===== src/rtl/sysserv_pkg.sv =====
// Shared types and constants for the system-services command master.
package sysserv_pkg;

  typedef enum logic [3:0] {
    ST_IDLE,
    ST_CMD_SETUP,
    ST_CMD_ACCESS,
    ST_POLL_SETUP,
    ST_POLL_ACCESS,
    ST_RD_SETUP,
    ST_RD_ACCESS,
    ST_OUT_WAIT,
    ST_DONE
  } state_t;

  localparam logic [1:0] ERR_OK      = 2'd0;
  localparam logic [1:0] ERR_SLVERR  = 2'd1;
  localparam logic [1:0] ERR_CMD     = 2'd2;
  localparam logic [1:0] ERR_TIMEOUT = 2'd3;

  localparam logic [31:0] DEF_CMD_ADDR  = 32'h0000_0000;
  localparam logic [31:0] DEF_STAT_ADDR = 32'h0000_0004;
  localparam logic [31:0] DEF_MBX_ADDR  = 32'h0000_0100;

  // Byte address of mailbox word idx; full 32-bit add, no wrap inside the window.
  function automatic logic [31:0] mbx_word_addr(input logic [31:0] base, input logic [4:0] idx);
    return base + {25'b0, idx, 2'b00};
  endfunction

endpackage


===== src/rtl/sysserv_cmd_master_xfer.sv =====
// Single APB3 transfer engine. The owner holds i_req high for the whole
// transfer; the first requested cycle is SETUP, following cycles are ACCESS
// until PREADY. Holding i_req through the ack cycle starts a new SETUP.
module apb_master_xfer (
  input  logic        CLK,
  input  logic        RESET,
  input  logic        i_req,
  input  logic [31:0] i_addr,
  input  logic        i_wr,
  input  logic [31:0] i_wdata,
  output logic        o_ack,
  output logic [31:0] o_rdata,
  output logic        o_slverr,
  output logic [31:0] APBM_PADDR,
  output logic        APBM_PSEL,
  output logic        APBM_PENABLE,
  output logic        APBM_PWRITE,
  output logic [31:0] APBM_PWDATA,
  input  logic [31:0] APBM_PRDATA,
  input  logic        APBM_PREADY,
  input  logic        APBM_PSLVERR
);

  logic r_access;

  // ACCESS phase flag: set after one SETUP cycle, cleared when the slave completes.
  always_ff @(posedge CLK) begin
    if (RESET)                      r_access <= 1'b0;
    else if (!i_req)                r_access <= 1'b0;
    else if (!r_access)             r_access <= 1'b1;
    else if (APBM_PREADY)           r_access <= 1'b0;
  end

  assign APBM_PSEL    = i_req;
  assign APBM_PENABLE = r_access;
  assign APBM_PADDR   = i_addr;
  assign APBM_PWRITE  = i_wr;
  assign APBM_PWDATA  = i_wdata;

  assign o_ack    = i_req & r_access & APBM_PREADY;
  assign o_rdata  = APBM_PRDATA;
  assign o_slverr = o_ack & APBM_PSLVERR;

endmodule


===== src/rtl/sysserv_cmd_master.sv =====
// APB3 master sequencing one system-services request: write the command,
// poll status until not busy (bounded by a timeout), read the response
// mailbox word by word and hand each word out over valid/ready.
module sysserv_cmd_master
  import sysserv_pkg::*;
#(
  parameter logic [31:0] CMD_ADDR    = DEF_CMD_ADDR,
  parameter logic [31:0] STAT_ADDR   = DEF_STAT_ADDR,
  parameter logic [31:0] MBX_ADDR    = DEF_MBX_ADDR,
  parameter int unsigned BUSY_BIT    = 0,
  parameter int unsigned ERR_BIT     = 1,
  parameter int unsigned MAX_WORDS   = 16,
  parameter int unsigned TIMEOUT_CYC = 1_000_000
) (
  input  logic        CLK,
  input  logic        RESET,
  input  logic        cmd_start,
  input  logic [7:0]  cmd_opcode,
  input  logic [4:0]  cmd_nwords,
  output logic        cmd_ready,
  output logic [31:0] rsp_data,
  output logic        rsp_valid,
  input  logic        rsp_ready,
  output logic        done,
  output logic [1:0]  err,
  input  logic        SS_BUSY,
  output logic [31:0] APBM_PADDR,
  output logic        APBM_PSEL,
  output logic        APBM_PENABLE,
  output logic        APBM_PWRITE,
  output logic [31:0] APBM_PWDATA,
  input  logic [31:0] APBM_PRDATA,
  input  logic        APBM_PREADY,
  input  logic        APBM_PSLVERR
);

  state_t      r_state, w_state_nxt;
  logic [31:0] r_paddr, r_pwdata, r_tmo_cnt, r_rsp_data;
  logic        r_pwrite, r_rsp_valid;
  logic [4:0]  r_nwords, r_idx, w_idx_inc, w_rd_idx;
  logic [1:0]  r_err, w_fin_code;
  logic        w_req, w_ack, w_slverr, w_tmo, w_polling, w_cmd_ready;
  logic        w_accept, w_ld_poll, w_ld_rd, w_fin, w_rsp_load, w_rsp_pop;
  logic [31:0] w_rdata;

  apb_master_xfer u_xfer (
    .CLK          (CLK),
    .RESET        (RESET),
    .i_req        (w_req),
    .i_addr       (r_paddr),
    .i_wr         (r_pwrite),
    .i_wdata      (r_pwdata),
    .o_ack        (w_ack),
    .o_rdata      (w_rdata),
    .o_slverr     (w_slverr),
    .APBM_PADDR   (APBM_PADDR),
    .APBM_PSEL    (APBM_PSEL),
    .APBM_PENABLE (APBM_PENABLE),
    .APBM_PWRITE  (APBM_PWRITE),
    .APBM_PWDATA  (APBM_PWDATA),
    .APBM_PRDATA  (APBM_PRDATA),
    .APBM_PREADY  (APBM_PREADY),
    .APBM_PSLVERR (APBM_PSLVERR)
  );

  assign w_req = (r_state == ST_CMD_SETUP)  || (r_state == ST_CMD_ACCESS)  ||
                 (r_state == ST_POLL_SETUP) || (r_state == ST_POLL_ACCESS) ||
                 (r_state == ST_RD_SETUP)   || (r_state == ST_RD_ACCESS);
  assign w_polling   = (r_state == ST_POLL_SETUP) || (r_state == ST_POLL_ACCESS);
  assign w_tmo       = (r_tmo_cnt >= 32'(TIMEOUT_CYC));
  assign w_idx_inc   = r_idx + 5'd1;
  // RESET gates ready so every output reads 0 while reset is held.
  assign w_cmd_ready = (r_state == ST_IDLE) && !SS_BUSY && !RESET;

  assign cmd_ready = w_cmd_ready;
  assign done      = (r_state == ST_DONE);
  assign err       = r_err;
  assign rsp_data  = r_rsp_data;
  assign rsp_valid = r_rsp_valid;

  // State register.
  always_ff @(posedge CLK) begin
    if (RESET) r_state <= ST_IDLE;
    else       r_state <= w_state_nxt;
  end

  // Next-state and per-cycle strobes for the datapath.
  always_comb begin
    w_state_nxt = r_state;
    w_accept    = 1'b0;
    w_ld_poll   = 1'b0;
    w_ld_rd     = 1'b0;
    w_rd_idx    = r_idx;
    w_fin       = 1'b0;
    w_fin_code  = ERR_OK;
    w_rsp_load  = 1'b0;
    w_rsp_pop   = 1'b0;
    case (r_state)
      ST_IDLE: begin
        if (cmd_start && w_cmd_ready) begin
          w_accept    = 1'b1;
          w_state_nxt = ST_CMD_SETUP;
        end
      end
      ST_CMD_SETUP:  w_state_nxt = ST_CMD_ACCESS;
      ST_CMD_ACCESS: begin
        if (w_ack) begin
          if (w_slverr) begin
            w_fin = 1'b1; w_fin_code = ERR_SLVERR;
          end else begin
            w_ld_poll = 1'b1; w_state_nxt = ST_POLL_SETUP;
          end
        end
      end
      ST_POLL_SETUP: w_state_nxt = ST_POLL_ACCESS;
      ST_POLL_ACCESS: begin
        if (w_ack) begin
          if (w_slverr) begin
            w_fin = 1'b1; w_fin_code = ERR_SLVERR;
          end else if (!w_rdata[BUSY_BIT]) begin
            if (w_rdata[ERR_BIT]) begin
              w_fin = 1'b1; w_fin_code = ERR_CMD;
            end else if (r_nwords == 5'd0) begin
              w_fin = 1'b1; w_fin_code = ERR_OK;
            end else begin
              w_ld_rd = 1'b1; w_rd_idx = 5'd0; w_state_nxt = ST_RD_SETUP;
            end
          end else if (w_tmo) begin
            w_fin = 1'b1; w_fin_code = ERR_TIMEOUT;
          end else begin
            w_ld_poll = 1'b1; w_state_nxt = ST_POLL_SETUP;
          end
        end
      end
      ST_RD_SETUP: w_state_nxt = ST_RD_ACCESS;
      ST_RD_ACCESS: begin
        if (w_ack) begin
          if (w_slverr) begin
            w_fin = 1'b1; w_fin_code = ERR_SLVERR;
          end else begin
            w_rsp_load = 1'b1; w_state_nxt = ST_OUT_WAIT;
          end
        end
      end
      ST_OUT_WAIT: begin
        if (r_rsp_valid && rsp_ready) begin
          w_rsp_pop = 1'b1;
          if (w_idx_inc == r_nwords) begin
            w_fin = 1'b1; w_fin_code = ERR_OK;
          end else begin
            w_ld_rd = 1'b1; w_rd_idx = w_idx_inc; w_state_nxt = ST_RD_SETUP;
          end
        end
      end
      ST_DONE: w_state_nxt = ST_IDLE;
      default: w_state_nxt = ST_IDLE;
    endcase
    if (w_fin) w_state_nxt = ST_DONE;
  end

  // Transfer address/data, request bookkeeping, timeout counter and response holding.
  always_ff @(posedge CLK) begin
    if (RESET) begin
      r_paddr     <= 32'd0;
      r_pwdata    <= 32'd0;
      r_pwrite    <= 1'b0;
      r_nwords    <= 5'd0;
      r_idx       <= 5'd0;
      r_tmo_cnt   <= 32'd0;
      r_err       <= ERR_OK;
      r_rsp_data  <= 32'd0;
      r_rsp_valid <= 1'b0;
    end else begin
      if (w_accept) begin
        r_nwords  <= (cmd_nwords > 5'(MAX_WORDS)) ? 5'(MAX_WORDS) : cmd_nwords;
        r_err     <= ERR_OK;
        r_tmo_cnt <= 32'd0;
        r_paddr   <= CMD_ADDR;
        r_pwrite  <= 1'b1;
        r_pwdata  <= {24'b0, cmd_opcode};
      end
      if (w_ld_poll) begin
        r_paddr  <= STAT_ADDR;
        r_pwrite <= 1'b0;
      end
      if (w_ld_rd) begin
        r_paddr  <= mbx_word_addr(MBX_ADDR, w_rd_idx);
        r_pwrite <= 1'b0;
        r_idx    <= w_rd_idx;
      end
      if (w_polling && !w_tmo) r_tmo_cnt <= r_tmo_cnt + 32'd1;
      if (w_fin) r_err <= w_fin_code;
      if (w_rsp_load) begin
        r_rsp_data  <= w_rdata;
        r_rsp_valid <= 1'b1;
      end else if (w_rsp_pop) begin
        r_rsp_valid <= 1'b0;
      end
    end
  end

endmodule


===== config.mk =====
export PLATFORM = sky130hd
export DESIGN_NAME = sysserv_cmd_master
export DESIGN_NICKNAME = d
export VERILOG_FILES = /design/src/rtl/sysserv_pkg.sv /design/src/rtl/sysserv_cmd_master_xfer.sv /design/src/rtl/sysserv_cmd_master.sv
export SDC_FILE = /design/constraint.sdc
export NUM_CORES = 1
export LEC_CHECK = 0
export BUFFER_PORTS_ARGS = -buffer_cell sky130_fd_sc_hd__buf_2
export CORE_ASPECT_RATIO = 1.1
export CORE_MARGIN = 2
export CORE_UTILIZATION = 43
export DETAILED_ROUTE_END_ITERATION = 8
export GPL_ROUTABILITY_DRIVEN = 0
export HOLD_SLACK_MARGIN = 0.12
export PLACE_DENSITY = 0.81
export SYNTH_ARGS = -nofsm -noshare
export SYNTH_HDL_FRONTEND = slang
export SYNTH_SLANG_ARGS = --single-unit

===== constraint.sdc =====
create_clock -name CLK -period 2.5 [get_ports CLK]
set_input_delay 0.375 -clock CLK [delete_from_list [all_inputs] [get_ports CLK]]
set_output_delay 0.375 -clock CLK [all_outputs]
set_load 0.05 [all_outputs]

==> summary by stage <==
Outcome
The run finished with clean final reports.

Synthesis
The synthesized netlist devotes 14.2% of its cell area to compound gates. Of all flip-flops after synthesis, the portion carrying an async set or reset was 0%. The simple-gate share of the synthesized area is 26.9%. The share of synthesized area occupied by flip-flops and latches is 43.0%. The cell area that synthesis handed to floorplanning was 0.00452 mm². The synthesized design contains 0 enable-type register cells.

Synthesis produced 546 cells. The synthesized-area fraction occupied by adder cells is 0.831%. The post-synthesis cell type count is 57.

Of the total synthesized cell area, the portion taken by XOR and XNOR cells is 2.33%. For this run, the leading register cell type out of synthesis is dfxtp_1. After synthesis, the largest family of logic cells by area is simple AND/OR/NAND/NOR gates. The number of synthesized register bits is 97. The count of synthesis-stage warnings from yosys is 0. The post-synthesis mux area share is 1.58%.

After synthesis, the mean cell area works out to 8.28 µm².

Setup path
The element type at the critical path end is a flip-flop. The slowest cell on the critical path is dfxtp_1. Walking the worst path, the cells encountered are nor4b_1 > nand2_1 > nor3_1 > o21ai_1 > and3b_1 > a32o_1. The delay of the slowest cell on the worst path is 0.60 ns. The number of buffers and inverters on the critical path is 0.

Along the worst path, the maximum fanout reaches 15. At the worst endpoint, the required time is 2.74 ns. On the critical path the largest part of the delay comes from simple AND/OR/NAND/NOR gates.

The startpoint kind of the worst setup timing path is a flip-flop. The critical path is of the reg -> reg type. Data on the critical path arrives at its endpoint at 2.55 ns.

Min path
The class of the tightest hold or removal check is in -> reg.

Routing
The number of routed nets with antenna violations is 0. In the final routed layout, each cell accounts on average for 13.4 µm. For this run, design rule violations remaining after detail routing come to 0. The pre-antenna-repair detailed-routing pass consisted of 7 iterations. The overall via count from detail_route is 4090. The detailed router finished its first iteration with 537 violations. In the routed layout, each cell is associated on average with a via count of 5.15. Summed over all layers, the routed wires come to 10700 µm.

Clock network
Clock-pin slew was measured on the worst setup and hold paths at 0.07 ns. TritonCTS built the clock tree. After clock tree synthesis, the repair step resized 0 gates. No sink is reached through more buffers than the 2 on the longest clock path.

The clock reaches the later pin of the worst-skew pair after 0.35 ns. The TritonCTS sink count is 97. The post-CTS setup-driven buffer insertion count is 0. CTS placed an instance of clkbuf_16 at the clock tree root. The H-tree generated during clock tree synthesis spans 3 levels.

For this design, the CTS-stage hold fixing added 0 buffers. TritonCTS created 9 clock buffers.

Die
The horizontal extent of the die is 102 µm. For this configuration, the core starts out at a cell density of 43.9%. The number of placement rows is 39.

Pin placement for this block handled 156 I/O pins. In this run the vertical extent of the chip is 112 µm. The region available for standard cell placement spans 0.0103 mm².

The area enclosed by the die boundary is 0.0113 mm².

Timing
Summed over all failing endpoints, the final setup total negative slack is 0 ns. The number of max-slew violations in the final report came to 0. Measured against its own limit, the worst slew margin works out to 58.3%.

The top achievable clock speed is 434 MHz. The period utilization is 92.2%. The worst-case clock skew is 0.00757 ns. Setup repair after global routing left no endpoint under its margin. The final hold violation count is 0.

Counting I/O delays and the setup requirement, the final critical path takes 2.30 ns. The count of endpoints failing setup in the final report is 0. The slew at the pin closest to its max-slew limit is 0.617 ns.

Global route
Summed over all layers, the global routing overflow is 0. The combined global-route utilization of all metal layers is 19.1%. The via count of the first global-routing pass is 3859. Entering global routing, the biggest net connects 48 pins.

The first global-routing pass estimated 17600 µm of wire. The initial antenna violation count was 0.

Finish
Cells with a size suffix above 1 make up 22.3% of the layout. The number of nets at the end of the flow is 701. The repair_antennas step left the layout with diodes totalling 0. The number of fill cells in the layout is 932. The layout overhead on the synthesized area is 18.2%.

The finished layout holds 794 standard cells, fillers aside. At the end of the flow the core is filled with cells to 51.9%.

Run
The total of max-cap violations is 0.

Placement
Input and output buffers added on the ports amount to 105. The estimated wirelength of the detail-placed design is 7930 µm. The number of placed instances, taps included, is 778.

Power and ir drop
The worst-case IR drop observed on VDD is 0.566 mV. The total power is 0.00361 W. For this design the ratio of total power to cell area is 676 mW/mm². The leakage power summed over all cells is 2.39 nW.
## cell families after synthesis
| logic type | count (synthesis) |
|---|---|
| simple gates | 241 |
| compound gates | 103 |
| flops | 97 |
| buf+inv | 82 |
| xor+xnor | 12 |
| mux | 7 |
| fa+ha+maj | 3 |
| other cells | 1 |
## synthesized netlist by cell type (all sizes together), types with 8 or more instances
library cell | number | area (µm²)
and3 | 24 | 150
nor4 | 8 | 71.3
nand3 | 12 | 60.1
clkbuf | 19 | 71.3
nor2 | 27 | 101
nor3 | 12 | 76.3
buf | 57 | 410
dfxtp | 97 | 1940
a21oi | 60 | 300
and2 | 8 | 50.1
nand2 | 111 | 417
o21ai | 11 | 55.1
## worst reg2reg max path, delay by kind of cell, from the launching register on
family           cells  cell delay (ns)
AND/OR/NAND/NOR      4             1.16
AO/OA/AOI/OAI        2             0.44
flip-flops           1             0.60
## flip-flops by register name, indices dropped and copies added (netlist names), 2 cells and up
register,cells
err,2
r_idx,5
r_nwords,5
r_paddr,6
r_pwdata,8
r_state,4
r_tmo_cnt,32
rsp_data,32
## report_power, final
group	internal (W)	switching, W
Clock	0.000817	0.000613
Sequential	0.00157	0.0000483
Combinational	0.000134	0.000423
## metal layers
layer,GRT usage [%],share of wire [%],up-vias
met5,0,0,-
met4,7.93,2.5,0
met3,6.15,9.4,32
met2,31.3,48,213
met1,22.9,40,1872
li1,-,-,1973
## placed cells by master (no fill, tap or decap), types with 3 or more instances in the layout
| master | synthesis | final |
|---|---|---|
| nand2_1 | 111 | 111 |
| buf_2 | 7 | 105 |
| dfxtp_1 | 97 | 97 |
| a21oi_1 | 60 | 60 |
| conb_1 | 1 | 50 |
| nor2_1 | 27 | 27 |
| and3_1 | 24 | 24 |
| nand3_1 | 12 | 12 |
| nor3_1 | 10 | 10 |
| buf_4 | 50 | 10 |
| o21ai_0 | 9 | 9 |
| clkbuf_16 | 0 | 9 |
| and2_1 | 8 | 8 |
| xnor2_1 | 7 | 7 |
| inv_1 | 6 | 6 |
| nand4_1 | 6 | 6 |
| nor4_1 | 6 | 6 |
| nand3b_1 | 6 | 6 |
| mux2i_1 | 6 | 6 |
| a21o_1 | 5 | 5 |
| xor2_1 | 5 | 5 |
| nor3b_1 | 5 | 5 |
| or2_2 | 4 | 4 |
| or3_1 | 3 | 3 |
| nor2b_1 | 3 | 3 |
| a31o_1 | 3 | 3 |
| ha_1 | 3 | 3 |
## final cells by class
class / count / area [µm²] / share of cell area (%)
Sequential cell: 97 / 1940 / 36.4
Clock inverter: 6 / 75.1 / 1.41
Tap cell: 143 / 179 / 3.35
Multi-Input combinational cell: 416 / 2260 / 42.4
Timing Repair Buffer: 116 / 621 / 11.6
Clock buffer: 10 / 239 / 4.47
Inverter: 6 / 22.5 / 0.422
## worst paths after layout
kind                                      start            to  slack, ns  cells past startpoint
worst max-delay path                 r_state[2]    r_paddr[3]       0.20                      6
worst min-delay path            APBM_PRDATA[10]  rsp_data[10]       0.26                      3
worst max register to register       r_state[2]    r_paddr[3]       0.20                      6
worst min register to register     rsp_data[12]  rsp_data[12]       0.45                      2
## metrics by stage
step	hold WS [ns]	setup WS (ns)	cell area, µm²
2_1_floorplan	0.444	0.547	4710
3_3_place_gp	0.439	0.389	5030
3_5_place_dp	0.443	0.273	5030
4_1_cts	0.250	0.263	5340
5_1_grt	0.265	0.0665	5340
6_report	0.262	0.195	5340
Power figures use the tool's default switching activity.
